**config.mk**
```make
export PLATFORM = sky130hd
export DESIGN_NAME = kernel_run_ctrl_flat
export DESIGN_NICKNAME = d
export VERILOG_FILES = /design/src/rtl/kernel_ctrl_pkg.sv /design/src/rtl/kernel_run_ctrl_if.sv /design/src/rtl/sync_edge_det.sv /design/src/rtl/kernel_run_ctrl.sv /design/src/flat_wrapper.sv
export SDC_FILE = /design/constraint.sdc
export NUM_CORES = 1
export LEC_CHECK = 0
export ABC_AREA = 0
export CAP_MARGIN = 20
export CORE_ASPECT_RATIO = 1.5
export CORE_MARGIN = 4
export CORE_UTILIZATION = 30
export DETAILED_ROUTE_END_ITERATION = 6
export PLACE_DENSITY = 0.48
export SLEW_MARGIN = 0
export SYNTH_ARGS = -nofsm -noshare
export SYNTH_HDL_FRONTEND = slang
export SYNTH_HIERARCHICAL = 1
export SYNTH_SLANG_ARGS = --single-unit
export TNS_END_PERCENT = 5
```
**constraint.sdc**
```tcl
create_clock -name ap_clk -period 4.21 [get_ports ap_clk]
set_input_delay 0.6315 -clock ap_clk [delete_from_list [all_inputs] [get_ports ap_clk]]
set_output_delay 0.6315 -clock ap_clk [all_outputs]
set_load 0.01 [all_outputs]
```
**src/rtl/kernel_ctrl_pkg.sv**
```systemverilog
// rtl/kernel_ctrl_pkg.sv - shared state encoding, defaults and width helper for kernel_run_ctrl
package kernel_ctrl_pkg;

    localparam int DEF_GAP_CYCLES     = 16;
    localparam int DEF_TIMEOUT_CYCLES = 16777216;

    typedef enum logic [2:0] {
        S_IDLE      = 3'd0,
        S_START     = 3'd1,
        S_WAIT_DONE = 3'd2,
        S_GAP       = 3'd3,
        S_ERROR     = 3'd4
    } run_state_e;

    // Bits needed to hold values below `value`, never less than one.
    function automatic int clog2_min1(input int value);
        int width;
        width = 1;
        while ((1 << width) < value) width++;
        return width;
    endfunction

endpackage

```
**src/rtl/kernel_run_ctrl_if.sv**
```systemverilog
// rtl/kernel_run_ctrl_if.sv - ap_ctrl_hs handshake bundle between sequencer and HLS kernel
interface kernel_run_ctrl_if;

    logic ap_start;
    logic ap_ready;
    logic ap_done;
    logic ap_idle;

    modport master (output ap_start, input ap_ready, input ap_done, input ap_idle);
    modport slave  (input ap_start, output ap_ready, output ap_done, output ap_idle);

endinterface

```
**src/rtl/sync_edge_det.sv**
```systemverilog
// rtl/sync_edge_det.sv - N-stage level synchroniser with rising-edge pulse on the synchronised level
module sync_edge_det #(
    parameter int SYNC_STAGES = 3
) (
    input  logic clk,
    input  logic rst,
    input  logic async_i,
    output logic level_o,
    output logic rise_o
);

    logic [SYNC_STAGES-1:0] sync_q;
    logic                   prev_q;

    always_ff @(posedge clk or posedge rst) begin
        if (rst) begin
            sync_q <= '0;
            prev_q <= 1'b0;
        end else begin
            sync_q <= {sync_q[SYNC_STAGES-2:0], async_i};
            prev_q <= sync_q[SYNC_STAGES-1];
        end
    end

    assign level_o = sync_q[SYNC_STAGES-1];
    assign rise_o  = sync_q[SYNC_STAGES-1] & ~prev_q;

endmodule

```
**src/rtl/kernel_run_ctrl.sv**
```systemverilog
// rtl/kernel_run_ctrl.sv - campaign sequencer driving an ap_ctrl_hs kernel with latency, run count and watchdog
module kernel_run_ctrl
    import kernel_ctrl_pkg::*;
#(
    parameter int SYNC_STAGES    = 3,
    parameter int GAP_CYCLES     = DEF_GAP_CYCLES,
    parameter int RUN_CNT_WIDTH  = 16,
    parameter int LAT_WIDTH      = 32,
    parameter int TIMEOUT_CYCLES = DEF_TIMEOUT_CYCLES
) (
    input  logic                     ap_clk,
    input  logic                     ap_rst,
    input  logic                     trigger,
    input  logic [RUN_CNT_WIDTH-1:0] num_runs,
    kernel_run_ctrl_if.master        kif,
    output logic                     busy,
    output logic [RUN_CNT_WIDTH-1:0] run_cnt,
    output logic [LAT_WIDTH-1:0]     last_latency,
    output logic                     campaign_done,
    output logic                     timeout_err
);

    localparam int                     GAP_W       = clog2_min1(GAP_CYCLES + 1);
    localparam logic [GAP_W-1:0]       GAP_LAST    = (GAP_CYCLES > 0) ? GAP_W'(GAP_CYCLES - 1) : '0;
    localparam logic [GAP_W-1:0]       GAP_ONE     = GAP_W'(1);
    localparam logic [LAT_WIDTH-1:0]   LAT_ONE     = LAT_WIDTH'(1);
    localparam logic [LAT_WIDTH-1:0]   TIMEOUT_LAT = LAT_WIDTH'(TIMEOUT_CYCLES);
    localparam logic [RUN_CNT_WIDTH:0] RUN_ONE     = (RUN_CNT_WIDTH + 1)'(1);

    run_state_e               state_q, state_d;
    logic [RUN_CNT_WIDTH-1:0] runs_tgt_q, runs_tgt_d;
    logic [RUN_CNT_WIDTH-1:0] run_cnt_q, run_cnt_d;
    logic [LAT_WIDTH-1:0]     lat_q, lat_d;
    logic [LAT_WIDTH-1:0]     last_lat_q, last_lat_d;
    logic [GAP_W-1:0]         gap_q, gap_d;
    logic                     busy_q, busy_d;
    logic                     cdone_q, cdone_d;
    logic                     tmo_q, tmo_d;

    logic                     trig_s;
    logic                     trig_rise;
    logic [RUN_CNT_WIDTH:0]   run_next_wide;
    logic [LAT_WIDTH-1:0]     lat_inc;
    logic                     more_runs;

    sync_edge_det #(
        .SYNC_STAGES (SYNC_STAGES)
    ) u_trig_sync (
        .clk     (ap_clk),
        .rst     (ap_rst),
        .async_i (trigger),
        .level_o (trig_s),
        .rise_o  (trig_rise)
    );

    // One bit wider than run_cnt so the "more runs" compare is immune to wrap.
    assign run_next_wide = {1'b0, run_cnt_q} + RUN_ONE;
    assign lat_inc       = (lat_q == '1) ? lat_q : lat_q + LAT_ONE;
    assign more_runs     = (runs_tgt_q != '0) ? (run_next_wide < {1'b0, runs_tgt_q}) : trig_s;

    always_comb begin
        state_d    = state_q;
        runs_tgt_d = runs_tgt_q;
        run_cnt_d  = run_cnt_q;
        lat_d      = lat_q;
        last_lat_d = last_lat_q;
        gap_d      = gap_q;
        busy_d     = busy_q;
        cdone_d    = 1'b0;
        tmo_d      = tmo_q;

        case (state_q)
            S_IDLE: begin
                if (trig_rise && kif.ap_idle) begin
                    runs_tgt_d = num_runs;
                    run_cnt_d  = '0;
                    busy_d     = 1'b1;
                    tmo_d      = 1'b0;
                    lat_d      = LAT_ONE;
                    state_d    = S_START;
                end
            end
            S_START, S_WAIT_DONE: begin
                // ap_done takes precedence so a ready+done cycle completes the run once.
                if (kif.ap_done) begin
                    last_lat_d = lat_q;
                    run_cnt_d  = run_next_wide[RUN_CNT_WIDTH-1:0];
                    if (more_runs) begin
                        if (GAP_CYCLES == 0) begin
                            lat_d   = LAT_ONE;
                            state_d = S_START;
                        end else begin
                            gap_d   = '0;
                            state_d = S_GAP;
                        end
                    end else begin
                        busy_d  = 1'b0;
                        cdone_d = 1'b1;
                        state_d = S_IDLE;
                    end
                end else if (lat_q >= TIMEOUT_LAT) begin
                    tmo_d   = 1'b1;
                    busy_d  = 1'b0;
                    state_d = S_ERROR;
                end else begin
                    lat_d = lat_inc;
                    if (state_q == S_START && kif.ap_ready) begin
                        state_d = S_WAIT_DONE;
                    end
                end
            end
            S_GAP: begin
                if (gap_q == GAP_LAST) begin
                    lat_d   = LAT_ONE;
                    state_d = S_START;
                end else begin
                    gap_d = gap_q + GAP_ONE;
                end
            end
            S_ERROR: begin
                if (!trig_s) begin
                    state_d = S_IDLE;
                end
            end
            default: state_d = S_IDLE;
        endcase
    end

    always_ff @(posedge ap_clk or posedge ap_rst) begin
        if (ap_rst) begin
            state_q    <= S_IDLE;
            runs_tgt_q <= '0;
            run_cnt_q  <= '0;
            lat_q      <= '0;
            last_lat_q <= '0;
            gap_q      <= '0;
            busy_q     <= 1'b0;
            cdone_q    <= 1'b0;
            tmo_q      <= 1'b0;
        end else begin
            state_q    <= state_d;
            runs_tgt_q <= runs_tgt_d;
            run_cnt_q  <= run_cnt_d;
            lat_q      <= lat_d;
            last_lat_q <= last_lat_d;
            gap_q      <= gap_d;
            busy_q     <= busy_d;
            cdone_q    <= cdone_d;
            tmo_q      <= tmo_d;
        end
    end

    assign kif.ap_start  = (state_q == S_START);
    assign busy          = busy_q;
    assign run_cnt       = run_cnt_q;
    assign last_latency  = last_lat_q;
    assign campaign_done = cdone_q;
    assign timeout_err   = tmo_q;

endmodule

```
**src/flat_wrapper.sv**
```systemverilog
// flat-port wrapper written by rule: the top's interface ports become plain ports
module kernel_run_ctrl_flat import kernel_ctrl_pkg::*;
#(
    parameter int SYNC_STAGES    = 3,
    parameter int GAP_CYCLES     = DEF_GAP_CYCLES,
    parameter int RUN_CNT_WIDTH  = 16,
    parameter int LAT_WIDTH      = 32,
    parameter int TIMEOUT_CYCLES = DEF_TIMEOUT_CYCLES
)
  (ap_clk, ap_rst, trigger, num_runs, busy, run_cnt, last_latency, campaign_done, timeout_err, kif_ap_start, kif_ap_ready, kif_ap_done, kif_ap_idle);
  kernel_run_ctrl_if kif_i ();
  input  logic ap_clk;
  input  logic ap_rst;
  input  logic trigger;
  input  logic [RUN_CNT_WIDTH-1:0] num_runs;
  output logic busy;
  output logic [RUN_CNT_WIDTH-1:0] run_cnt;
  output logic [LAT_WIDTH-1:0] last_latency;
  output logic campaign_done;
  output logic timeout_err;
  output wire logic [$bits(kif_i.ap_start)-1:0] kif_ap_start;
  input wire logic [$bits(kif_i.ap_ready)-1:0] kif_ap_ready;
  input wire logic [$bits(kif_i.ap_done)-1:0] kif_ap_done;
  input wire logic [$bits(kif_i.ap_idle)-1:0] kif_ap_idle;
  assign kif_ap_start = kif_i.ap_start;
  assign kif_i.ap_ready = kif_ap_ready;
  assign kif_i.ap_done = kif_ap_done;
  assign kif_i.ap_idle = kif_ap_idle;
  kernel_run_ctrl #(.SYNC_STAGES(SYNC_STAGES), .GAP_CYCLES(GAP_CYCLES), .RUN_CNT_WIDTH(RUN_CNT_WIDTH), .LAT_WIDTH(LAT_WIDTH), .TIMEOUT_CYCLES(TIMEOUT_CYCLES)) u_core (.ap_clk(ap_clk), .ap_rst(ap_rst), .trigger(trigger), .num_runs(num_runs), .kif(kif_i), .busy(busy), .run_cnt(run_cnt), .last_latency(last_latency), .campaign_done(campaign_done), .timeout_err(timeout_err));
endmodule
```
==> impl_metrics.prom, run 1 <==
# TYPE chip_impl_metric gauge
chip_impl_metric{name="p_per_area",unit="mW/mm^2"} 481
chip_impl_metric{name="min_period_over_period",unit=""} 0.832
chip_impl_metric{name="post_drt_via_cell_ratio",unit=""} 4.93
chip_impl_metric{name="path_clk_slew",unit="ns"} 0.08
chip_impl_metric{name="synth.yosys.warnings",unit=""} 6
chip_impl_metric{name="clock-skew-final",unit="ns"} 0.00740
chip_impl_metric{name="reg2reg_slack",unit="ns"} 0.71
chip_impl_metric{name="post-route-min-period",unit="ns"} 3.50
chip_impl_info{name="clockRootBuffer",value="clkbuf_16"} 1
chip_impl_metric{name="detailed_placer_s_ending_hpwl",unit="mm"} 10.2
chip_impl_metric{name="clock_sink_count",unit=""} 111
chip_impl_metric{name="required",unit="ns"} 4.45
chip_impl_metric{name="placedCellCount",unit=""} 858
chip_impl_metric{name="final_nets",unit=""} 694
chip_impl_metric{name="cts-buffers-inserted",unit=""} 9
chip_impl_metric{name="diode_insertion_count_for_antenna_repair",unit=""} 0
chip_impl_metric{name="synth.top_cell.area_share",unit=""} 0.510
chip_impl_metric{name="final-max-slew-violation-count",unit=""} 0
chip_impl_metric{name="num-fill-cells",unit=""} 1844
chip_impl_metric{name="relative_max_transition_margin",unit=""} 0.322
chip_impl_metric{name="synth_edf_count",unit=""} 0
chip_impl_metric{name="drtPass1Iterations",unit=""} 4
chip_impl_metric{name="final-hold-violation-count",unit=""} 0
chip_impl_metric{name="vdd_ir_drop_max",unit="uV"} 193
chip_impl_info{name="critical_path.startpoint_type",value="register"} 1
chip_impl_metric{name="syn_inst",unit=""} 583
chip_impl_metric{name="cts_resized",unit=""} 0
chip_impl_metric{name="finalNonFillerCells",unit=""} 874
chip_impl_metric{name="clk_latency",unit="ns"} 0.36
chip_impl_info{name="type_of_the_most_critical_hold_path",value="reg2reg"} 1
chip_impl_metric{name="dr.first_iter.drc_count",unit=""} 201
chip_impl_metric{name="setup_slack",unit="ns"} 0.705
chip_impl_metric{name="area_used_by_multi_input_combinational_logic",unit="mm^2"} 0.00247
chip_impl_info{name="worst-setup-path-type",value="reg2reg"} 1
chip_impl_metric{name="cts.htree.levels",unit=""} 3
chip_impl_metric{name="antenna_violating_nets_post_route",unit=""} 0
chip_impl_metric{name="finalWeightedCongestion",unit=""} 0.777
chip_impl_metric{name="route.detailed.drc",unit=""} 0
chip_impl_metric{name="flip_flop_and_latch_count_after_synthesis",unit=""} 111
chip_impl_metric{name="via_count",unit=""} 4307
chip_impl_metric{name="floorplan.rows",unit=""} 60
chip_impl_metric{name="async_s_r_ff_share_synth",unit=""} 1.00
chip_impl_metric{name="design.core.area",unit="mm^2"} 0.0179
chip_impl_metric{name="clock.fmax",unit="GHz"} 0.285
chip_impl_metric{name="floorplan.initialDensity",unit=""} 0.305
chip_impl_metric{name="antenna_found_initial",unit=""} 0
chip_impl_info{name="layout_commonest_cell",value="nand2_1"} 1
chip_impl_metric{name="syn-mean-instance-area",unit="um^2"} 9.34
chip_impl_metric{name="grt-ovfl-total",unit=""} 0
chip_impl_metric{name="totalWireLength",unit="mm"} 14.0
chip_impl_metric{name="ys_seq_area_frac",unit=""} 0.510
chip_impl_metric{name="crit_arrival",unit="ns"} 3.75
chip_impl_metric{name="pin_count",unit=""} 74
chip_impl_metric{name="dp_slack",unit="ns"} 0.689
chip_impl_metric{name="area_growth",unit="%"} 23.1
chip_impl_metric{name="ys_types",unit=""} 53
chip_impl_info{name="synth_top_cells_by_area",value="dfrtp_1 51%, nand2_1 9.2%, ha_1 4.6%, o21ai_0 3.5%, xnor2_1 3.1%"} 1
chip_impl_metric{name="grt_util_all_layers",unit=""} 0.143
chip_impl_metric{name="cts_hold_buf",unit=""} 0
chip_impl_info{name="most-common-layout-cells",value="134 x nand2_1, 111 x dfrtp_1, 73 x clkdlybuf4s50_1"} 1
chip_impl_metric{name="routedWlPerCell",unit="um"} 16.0
chip_impl_metric{name="drive_above_1_share",unit=""} 0.0548
chip_impl_metric{name="crit_path_max_fanout",unit=""} 8
chip_impl_metric{name="number_of_buffers_inserted_by_port_buffering",unit=""} 73
chip_impl_metric{name="synth_area",unit="mm^2"} 0.00544
chip_impl_metric{name="timing_worst_slew_pin_value",unit="ns"} 1.01
chip_impl_info{name="tritoncts",value="yes"} 1
chip_impl_info{name="grt_setup_unrepaired",value="false"} 1
chip_impl_metric{name="net_count_after_synthesis",unit=""} 625
chip_impl_info{name="synth_ff_type",value="dfrtp_1"} 1
chip_impl_metric{name="grt_pass1_wl",unit="mm"} 23.8
chip_impl_metric{name="timing.max_cap.violations",unit=""} 0
chip_impl_metric{name="regArea",unit="mm^2"} 0.00278
chip_impl_info{name="endpoint_kind",value="register"} 1
chip_impl_metric{name="clk_path_buf_depth",unit=""} 2
chip_impl_metric{name="grt_pass1_vias",unit=""} 4578
chip_impl_metric{name="setup_violations",unit=""} 0
chip_impl_metric{name="setup_tns",unit="ns"} 0
chip_impl_metric{name="cellLeakagePower",unit="nW"} 3.13
chip_impl_info{name="outcome",value="finished, final reports clean"} 1
chip_impl_metric{name="cts_setup_buffers",unit=""} 0
chip_impl_metric{name="die-area",unit="mm^2"} 0.0204
chip_impl_info{name="synth.largest_area_cell",value="dfrtp_1"} 1
chip_impl_metric{name="die_h",unit="um"} 173
chip_impl_metric{name="grt_max_degree",unit=""} 61
chip_impl_metric{name="die_w",unit="um"} 118
[worst max-delay path, cell delays in order (launching register included)]
cell     delay [ns]
dfrtp_1        0.46
ha_1           0.31
nand3_1        0.13
nor2_1         0.37
nand3_1        0.22
xnor2_1        0.18
ha_1           0.29
a21o_1         0.16
a21o_1         0.17
a211o_1        0.25
a22oi_2        0.30
a21o_1         0.22
mux2_2         0.34
[cells in the mapped netlist, drive strengths merged (2+ instances only)]
master	count
nor3	5
xor2	17
o211ai	2
and3	13
o21a	3
inv	30
nor3b	3
a21oi	13
a21o	4
o22ai	4
clkbuf	11
ha	20
and2	8
xnor2	19
o31ai	7
a311oi	2
nor4	9
mux2	2
dfrtp	111
nor2	42
nand4	10
a211o	3
nor2b	9
a31o	2
mux2i	2
nand2	134
o21ai	38
and4	6
buf	11
nand2b	2
a22o	2
nand3	26
[layer usage]
metal | wire length, um | global-route usage
met5 | 0 | 0
met4 | 167 | 0.0411
met3 | 434 | 0.0308
met2 | 7410 | 0.257
met1 | 6010 | 0.172
[final timing paths]
path / from / end / cells after the start
worst min register to register: u_core/u_trig_sync/sync_q[1] / u_core/u_trig_sync/sync_q[2] / 0
min in group asynchronous: ap_rst / u_core/u_trig_sync/sync_q[0] / 2
worst min-delay path: u_core/u_trig_sync/sync_q[1] / u_core/u_trig_sync/sync_q[2] / 0
worst max register to register: u_core/run_cnt[0] / u_core/gap_q[4] / 12
worst max-delay path: u_core/run_cnt[0] / u_core/gap_q[4] / 12
max in group asynchronous: ap_rst / u_core/lat_q[18] / 3
[layout make-up]
class,count,share of cell area
tap,217,0.0405
clock buffer,10,0.0342
sequential,111,0.415
clock inverter,6,0.00784
inverter,30,0.0172
timing repair buffer,80,0.117
multi-input combinational,420,0.369
[sequential cells by signal (all words and copies together) (netlist names)]
signal / count
u_core/u_trig_sync/prev_q: 1
u_core/lat_q: 32
u_core/campaign_done: 1
u_core/busy: 1
u_core/gap_q: 5
u_core/state_q: 3
u_core/run_cnt: 16
u_core/last_latency: 32
u_core/u_trig_sync/sync_q: 3
u_core/timeout_err: 1
u_core/runs_tgt_q: 16
[report_power, final]
part / total (mW) / switching [mW] / internal, mW
logic: 1.03 / 0.671 / 0.362
clock network: 0.837 / 0.424 / 0.413
registers: 1.35 / 0.137 / 1.21
[metrics by stage]
step / utilization / power [mW] / hold WS, ns / cell area, um^2
CTS: 0.375 / 3.28 / 0.358 / 6700
global placement: 0.359 / 2.40 / 0.338 / 6420
floorplan: - / 2.05 / 0.331 / 5440
detailed placement: 0.359 / 2.42 / 0.341 / 6420
global route: 0.375 / 3.47 / 0.370 / 6700
finish: 0.375 / 3.22 / 0.356 / 6700
[logic make-up (layout without fill, tap and decap cells)]
family	Yosys count	after routing	synth area share
mux	4	4	0.00782
flops	111	111	0.510
compound gates	90	90	0.107
buf+inv	52	126	0.0382
xor+xnor	36	36	0.0579
fa+ha+maj	20	20	0.0460
simple gates	270	270	0.233
No activity file was read; power rests on OpenSTA's default activity.
==> run 2: changes to the inputs <==
- PLACE_DENSITY: 0.48 -> 0.5
- clock period: 4.21 -> 3.2 ns (I/O delays scaled with it)
==> impl_metrics.prom, run 2 (same netlist as run 1, synthesis figures left out) <==
# TYPE chip_impl_metric gauge
chip_impl_metric{name="timing_worst_slew_pin_value",unit="ns"} 0.585
chip_impl_metric{name="worst_r2r_path_depth",unit=""} 11
chip_impl_metric{name="min_period_over_period",unit=""} 0.961
chip_impl_info{name="clockRootBuffer",value="clkbuf_16"} 1
chip_impl_metric{name="cts.htree.levels",unit=""} 3
chip_impl_metric{name="grt-ovfl-total",unit=""} 0
chip_impl_metric{name="critPathMaxStageDelay",unit="ns"} 0.43
chip_impl_metric{name="grt_pass1_vias",unit=""} 4745
chip_impl_metric{name="cts_hold_buf",unit=""} 0
chip_impl_info{name="critical_path.startpoint_type",value="register"} 1
chip_impl_metric{name="die_h",unit="um"} 173
chip_impl_metric{name="pin_count",unit=""} 74
chip_impl_metric{name="diode_insertion_count_for_antenna_repair",unit=""} 0
chip_impl_metric{name="floorplan.rows",unit=""} 60
chip_impl_metric{name="clock_sink_count",unit=""} 111
chip_impl_metric{name="clk_path_buf_depth",unit=""} 2
chip_impl_metric{name="setup_violations",unit=""} 0
chip_impl_metric{name="final_nets",unit=""} 709
chip_impl_info{name="worstSetupStartpoint",value="u_core/run_cnt[9]"} 1
chip_impl_metric{name="grt_max_degree",unit=""} 66
chip_impl_metric{name="required",unit="ns"} 3.44
chip_impl_info{name="crit_path_cell_trace",value="and4_2 -> and3_1 -> nand3_1 -> xnor2_1 -> ha_1 -> a21o_1 -> a21o_1 -> a211o_1 -> a22oi_2 -> a21o_1 -> mux2_2"} 1
chip_impl_metric{name="antenna_found_initial",unit=""} 0
chip_impl_metric{name="path_clk_slew",unit="ns"} 0.08
chip_impl_metric{name="grt_util_all_layers",unit=""} 0.144
chip_impl_metric{name="timing.critical_path.depth",unit=""} 11
chip_impl_metric{name="crit_arrival",unit="ns"} 3.32
chip_impl_metric{name="finalWeightedCongestion",unit=""} 0.829
chip_impl_metric{name="clock.fmax",unit="GHz"} 0.325
chip_impl_info{name="worstReg2RegEnd",value="u_core/gap_q[4]"} 1
chip_impl_metric{name="final-max-slew-violation-count",unit=""} 0
chip_impl_metric{name="placedCellCount",unit=""} 873
chip_impl_info{name="worst-setup-path-type",value="reg2reg"} 1
chip_impl_metric{name="vdd_ir_drop_max",unit="uV"} 346
chip_impl_metric{name="finalNonFillerCells",unit=""} 888
chip_impl_info{name="tritoncts",value="yes"} 1
chip_impl_metric{name="clk_latency",unit="ns"} 0.36
chip_impl_info{name="critical-path-slowest-cell",value="dfrtp_1"} 1
chip_impl_metric{name="fin_area",unit="mm^2"} 0.00685
chip_impl_metric{name="number_of_buffers_inserted_by_port_buffering",unit=""} 73
chip_impl_metric{name="die_w",unit="um"} 118
chip_impl_metric{name="post_drt_via_cell_ratio",unit=""} 4.96
chip_impl_metric{name="route.detailed.drc",unit=""} 0
chip_impl_info{name="rr_startpoint",value="u_core/run_cnt[9]"} 1
chip_impl_info{name="layout_commonest_cell",value="nand2_1"} 1
chip_impl_metric{name="die-area",unit="mm^2"} 0.0204
chip_impl_info{name="most-common-layout-cells",value="134 x nand2_1, 110 x dfrtp_1, 73 x clkdlybuf4s50_1"} 1
chip_impl_metric{name="antenna_violating_nets_post_route",unit=""} 0
chip_impl_metric{name="via_count",unit=""} 4404
chip_impl_metric{name="totalWireLength",unit="mm"} 14.1
chip_impl_info{name="cpLargestDelayFamily",value="compound AO/OA/AOI/OAI gates"} 1
chip_impl_metric{name="relative_max_transition_margin",unit=""} 0.610
chip_impl_info{name="outcome",value="finished, final reports clean"} 1
chip_impl_metric{name="grt_pass1_wl",unit="mm"} 23.9
chip_impl_metric{name="drtPass1Iterations",unit=""} 5
chip_impl_metric{name="detailed_placer_s_ending_hpwl",unit="mm"} 10.4
chip_impl_metric{name="floorplan.initialDensity",unit=""} 0.305
chip_impl_info{name="type_of_the_most_critical_hold_path",value="reg2reg"} 1
chip_impl_metric{name="dr.first_iter.drc_count",unit=""} 155
chip_impl_info{name="endpoint_kind",value="register"} 1
chip_impl_metric{name="cts_setup_buffers",unit=""} 0
chip_impl_info{name="critPathCapture",value="u_core/gap_q[4]"} 1
chip_impl_info{name="grt_setup_unrepaired",value="true"} 1
chip_impl_metric{name="crit_path_max_fanout",unit=""} 5
chip_impl_metric{name="area_growth",unit="%"} 25.8
chip_impl_metric{name="cp.buffers_inverters",unit=""} 0
chip_impl_metric{name="timing.max_cap.violations",unit=""} 0
chip_impl_metric{name="routedWlPerCell",unit="um"} 15.9
chip_impl_metric{name="cts-buffers-inserted",unit=""} 9
chip_impl_metric{name="setup_tns",unit="ns"} 0
chip_impl_metric{name="final-hold-violation-count",unit=""} 0
chip_impl_metric{name="dpl-instance-area",unit="mm^2"} 0.00655
chip_impl_metric{name="drive_above_1_share",unit=""} 0.0805
chip_impl_metric{name="cellLeakagePower",unit="nW"} 3.21
chip_impl_metric{name="design.core.area",unit="mm^2"} 0.0179
chip_impl_metric{name="p_per_area",unit="mW/mm^2"} 633
chip_impl_metric{name="post-route-min-period",unit="ns"} 3.08
chip_impl_metric{name="clock-skew-final",unit="ns"} 0.00911
chip_impl_metric{name="reg2reg_slack",unit="ns"} 0.12
chip_impl_metric{name="finalCoreUtilization",unit=""} 0.383
chip_impl_info{name="critical_path.most_common_cell",value="a21o_1"} 1
run 2: changes by cell type in the layout (fill, tap and decap cells not counted), sizes merged:
cell      delta
bufinv       +1
clkinvlp     +1
buf         +15
inv          -2
clkinv       -1
run 2: what timing repair did:
item	CTS	global route
endpoints found under the hold margin	0	0
resized for setup	0	4
endpoints found under the setup margin	0	8
run 2: worst min path at each step:
stage	startpoint	endpoint	cells after the start
3_3_place_gp	u_core/u_trig_sync/sync_q[1]	u_core/u_trig_sync/sync_q[2]	0
3_5_place_dp	u_core/u_trig_sync/sync_q[1]	u_core/u_trig_sync/sync_q[2]	0
6_report	u_core/u_trig_sync/sync_q[0]	u_core/u_trig_sync/sync_q[1]	0
2_1_floorplan	ap_rst	u_core/u_trig_sync/prev_q	1
5_1_grt	u_core/u_trig_sync/sync_q[0]	u_core/u_trig_sync/sync_q[1]	0
4_1_cts	u_core/u_trig_sync/sync_q[0]	u_core/u_trig_sync/sync_q[1]	0
run 2: power by group:
part | internal [mW] | switching, mW
Sequential | 1.60 | 0.166
Combinational | 0.524 | 0.894
Clock | 0.614 | 0.536
Total | 2.74 | 1.60
run 2: cell type report:
type,instances,area [um^2]
clock buffer,10,229
clock inverter,5,66.3
timing repair buffer,95,908
sequential,111,2780
inverter,30,116
fill,1836,11000
tap,217,272
multi-input combinational,420,2480
run 2: layer usage:
layer / share of wire / vias up / GRT usage
met1: 0.42 / 2135 / 0.162
li1: - / 2140 / -
met4: 0.032 / 0 / 0.0709
met5: 0 / - / 0
met3: 0.030 / 29 / 0.0255
met2: 0.52 / 100 / 0.260
run 2: per-stage QoR:
step	hold WS (ns)	power [mW]	worst slack [ns]
floorplan	0.246	2.70	-0.0151
global placement	0.340	3.19	0.187
detailed placement	0.336	3.23	0.147
CTS	0.362	4.40	0.0803
global route	0.365	4.66	-0.0546
finish	0.355	4.33	0.124
run 2: worst register-to-register path, cell delays in order, from the launching register on:
cell and delay [ns]:
dfrtp_1 0.43, and4_2 0.30, and3_1 0.25, nand3_1 0.18, xnor2_1 0.17, ha_1 0.30, a21o_1 0.16, a21o_1 0.17
a211o_1 0.25, a22oi_2 0.21, a21o_1 0.20, mux2_2 0.34
==> variant: new RTL, settings of run 2 <==
`RUN_CNT_WIDTH` is set to 16 in 2 places; all go to 14.
--- a/src/rtl/kernel_run_ctrl.sv
+++ b/src/rtl/kernel_run_ctrl.sv
@@ -5,5 +5,5 @@
     parameter int SYNC_STAGES    = 3,
     parameter int GAP_CYCLES     = DEF_GAP_CYCLES,
-    parameter int RUN_CNT_WIDTH  = 16,
+    parameter int RUN_CNT_WIDTH  = 14,
     parameter int LAT_WIDTH      = 32,
     parameter int TIMEOUT_CYCLES = DEF_TIMEOUT_CYCLES
--- a/src/flat_wrapper.sv
+++ b/src/flat_wrapper.sv
@@ -4,5 +4,5 @@
     parameter int SYNC_STAGES    = 3,
     parameter int GAP_CYCLES     = DEF_GAP_CYCLES,
-    parameter int RUN_CNT_WIDTH  = 16,
+    parameter int RUN_CNT_WIDTH  = 14,
     parameter int LAT_WIDTH      = 32,
     parameter int TIMEOUT_CYCLES = DEF_TIMEOUT_CYCLES
Interface: changed (resized num_runs and run_cnt); port bits go from 74 to 70. No check against the original RTL was run, so the function may have changed too.
==> variant against run 2 <==
Global-route usage is 0.23 points lower; synthesized cell count is 4.5% lower; power is 2.3% higher; utilization is 0.12 points higher; wire length is 7.9% lower; die area is 5.7% lower; design area is 5.9% lower; sequential cell count is 4 lower; non-clock buffer count is 11 lower; synthesized area is 6.0% lower; combinational power is 8% higher; worst setup slack better by 0.12 ns; critical path type unchanged; largest power group unchanged.
==> variant: results (changes against run 2) <==
track_usage: 0.142  # -0.00232
leakage_nw: 3.02  # -6.1%
synth_area_per_cell_um2: 9.19  # -1.6%
ir_drop_uv: 390  # +13%
drt-met1-wl_um: 5190  # -12%
seq_area_frac_synth: 0.523  # +0.0130
place_ws_ns: 0.136  # -0.0109 ns
htreeDepth: 3  # unchanged
wl_um: 13000  # -7.9%
nets: 668  # -5.8%
vias: 4132  # -6.2%
portBuffers: 69  # -5.5%
yosysWarnings: 6  # unchanged
drt-initial-drc-count: 150  # -3.2%
dpl.cell_count: 829  # -5.0%
slew_violations: 0  # unchanged
detailed_place.area_mm2: 0.00611  # -6.6%
grt_pass1_vias: 4446  # -6.3%
routed-wl-met3_um: 539  # +28%
critPathTopFamily: "simple AND/OR/NAND/NOR gates"
dr.pass1.iters: 4  # -1
crit_arrival_ns: 3.19  # -0.13 ns
grt_pass1_wl_um: 21900  # -8.3%
synth_area_leaders: "dfrtp_1, nand2_1, ha_1"
post_drt_wl_per_cell_um: 15.4  # -3.1%
synth.net_count: 595  # -4.8%
met2_wirelength_um: 6900  # -5.4%
dp_hpwl_um: 9610  # -8.0%
synth_commonest_cells: "nand2_1, dfrtp_1, o21ai_0, nor2_1, inv_1"
gp_congestion: 0.801  # -3.4%
outcome: "finished clean"
relSlewSlack: 0.322  # -0.288
grt_max_degree: 50  # -24%
synth_cell_types: 47  # -11%
final.setup_skew_ns: 0.00889  # -0.000222 ns
drive_gt1_frac: 0.0678  # -0.0127
-- variant: cell types whose count changed in the layout (fill, tap and decap cells not counted), sizes merged, moves of 5 or more --
| cell | change |
|---|---|
| xnor2 | -8 |
| buf | -7 |
| a21oi | +5 |
| and2 | -5 |
| inv | -5 |
| o31ai | -5 |
-- variant: logic make-up (layout without fill, tap and decap cells) --
| family | Yosys count | in the layout | share of synthesized area |
|---|---|---|---|
| adders and majority gates | 18 | 18 | 0.0440 |
| muxes | 3 | 3 | 0.00611 |
| and+or+nand+nor | 263 | 263 | 0.236 |
| xor gates and xnor gates | 30 | 30 | 0.0514 |
| buffers and inverters | 48 | 125 | 0.0374 |
| DFF | 107 | 107 | 0.523 |
| AOI/OAI and AO/OA | 88 | 88 | 0.102 |
-- variant: layout make-up --
cell class	instances	area, um^2
clock buffer	10	229
clock inverter	5	78.8
fill	1703	10300
inverter	26	100
multi-input combinational	402	2280
sequential	107	2680
tap	210	263
timing repair buffer	84	816
-- variant: stage by stage --
step                      setup TNS [ns]  utilization
after floorplan                        0            -
after global placement                 0        0.365
after detailed placement               0        0.365
after CTS                              0        0.383
after global routing             -0.0889        0.385
final                                  0        0.385
-- variant: where the power goes --
group | switching, mW | total (mW) | internal, mW
combinational | 0.992 | 1.53 | 0.538
clock | 0.480 | 1.16 | 0.680
sequential | 0.186 | 1.74 | 1.55
-- variant: final timing paths --
kind	start	end	cells past startpoint	slack (ns)
worst max-delay path	u_core/run_cnt[1]	u_core/state_q[1]	11	0.24
worst min-delay path	u_core/u_trig_sync/sync_q[1]	u_core/u_trig_sync/sync_q[2]	0	0.35
worst max register to register	u_core/run_cnt[1]	u_core/state_q[1]	11	0.24
worst min register to register	u_core/u_trig_sync/sync_q[1]	u_core/u_trig_sync/sync_q[2]	0	0.35
max in group asynchronous	ap_rst	u_core/lat_q[1]	3	1.96
min in group asynchronous	ap_rst	u_core/u_trig_sync/sync_q[2]	2	0.40
-- variant: layer usage --
layer,global-route usage,up-vias
met4,0.0630,0
li1,-,2031
met1,0.160,1995
met3,0.0280,23
met5,0,-
met2,0.254,83
-- variant: what timing repair did --
action / 4_1_cts / 5_1_grt
buffers inserted: 0 / 0
setup endpoints to repair: 0 / 7
resized for setup: 0 / 6
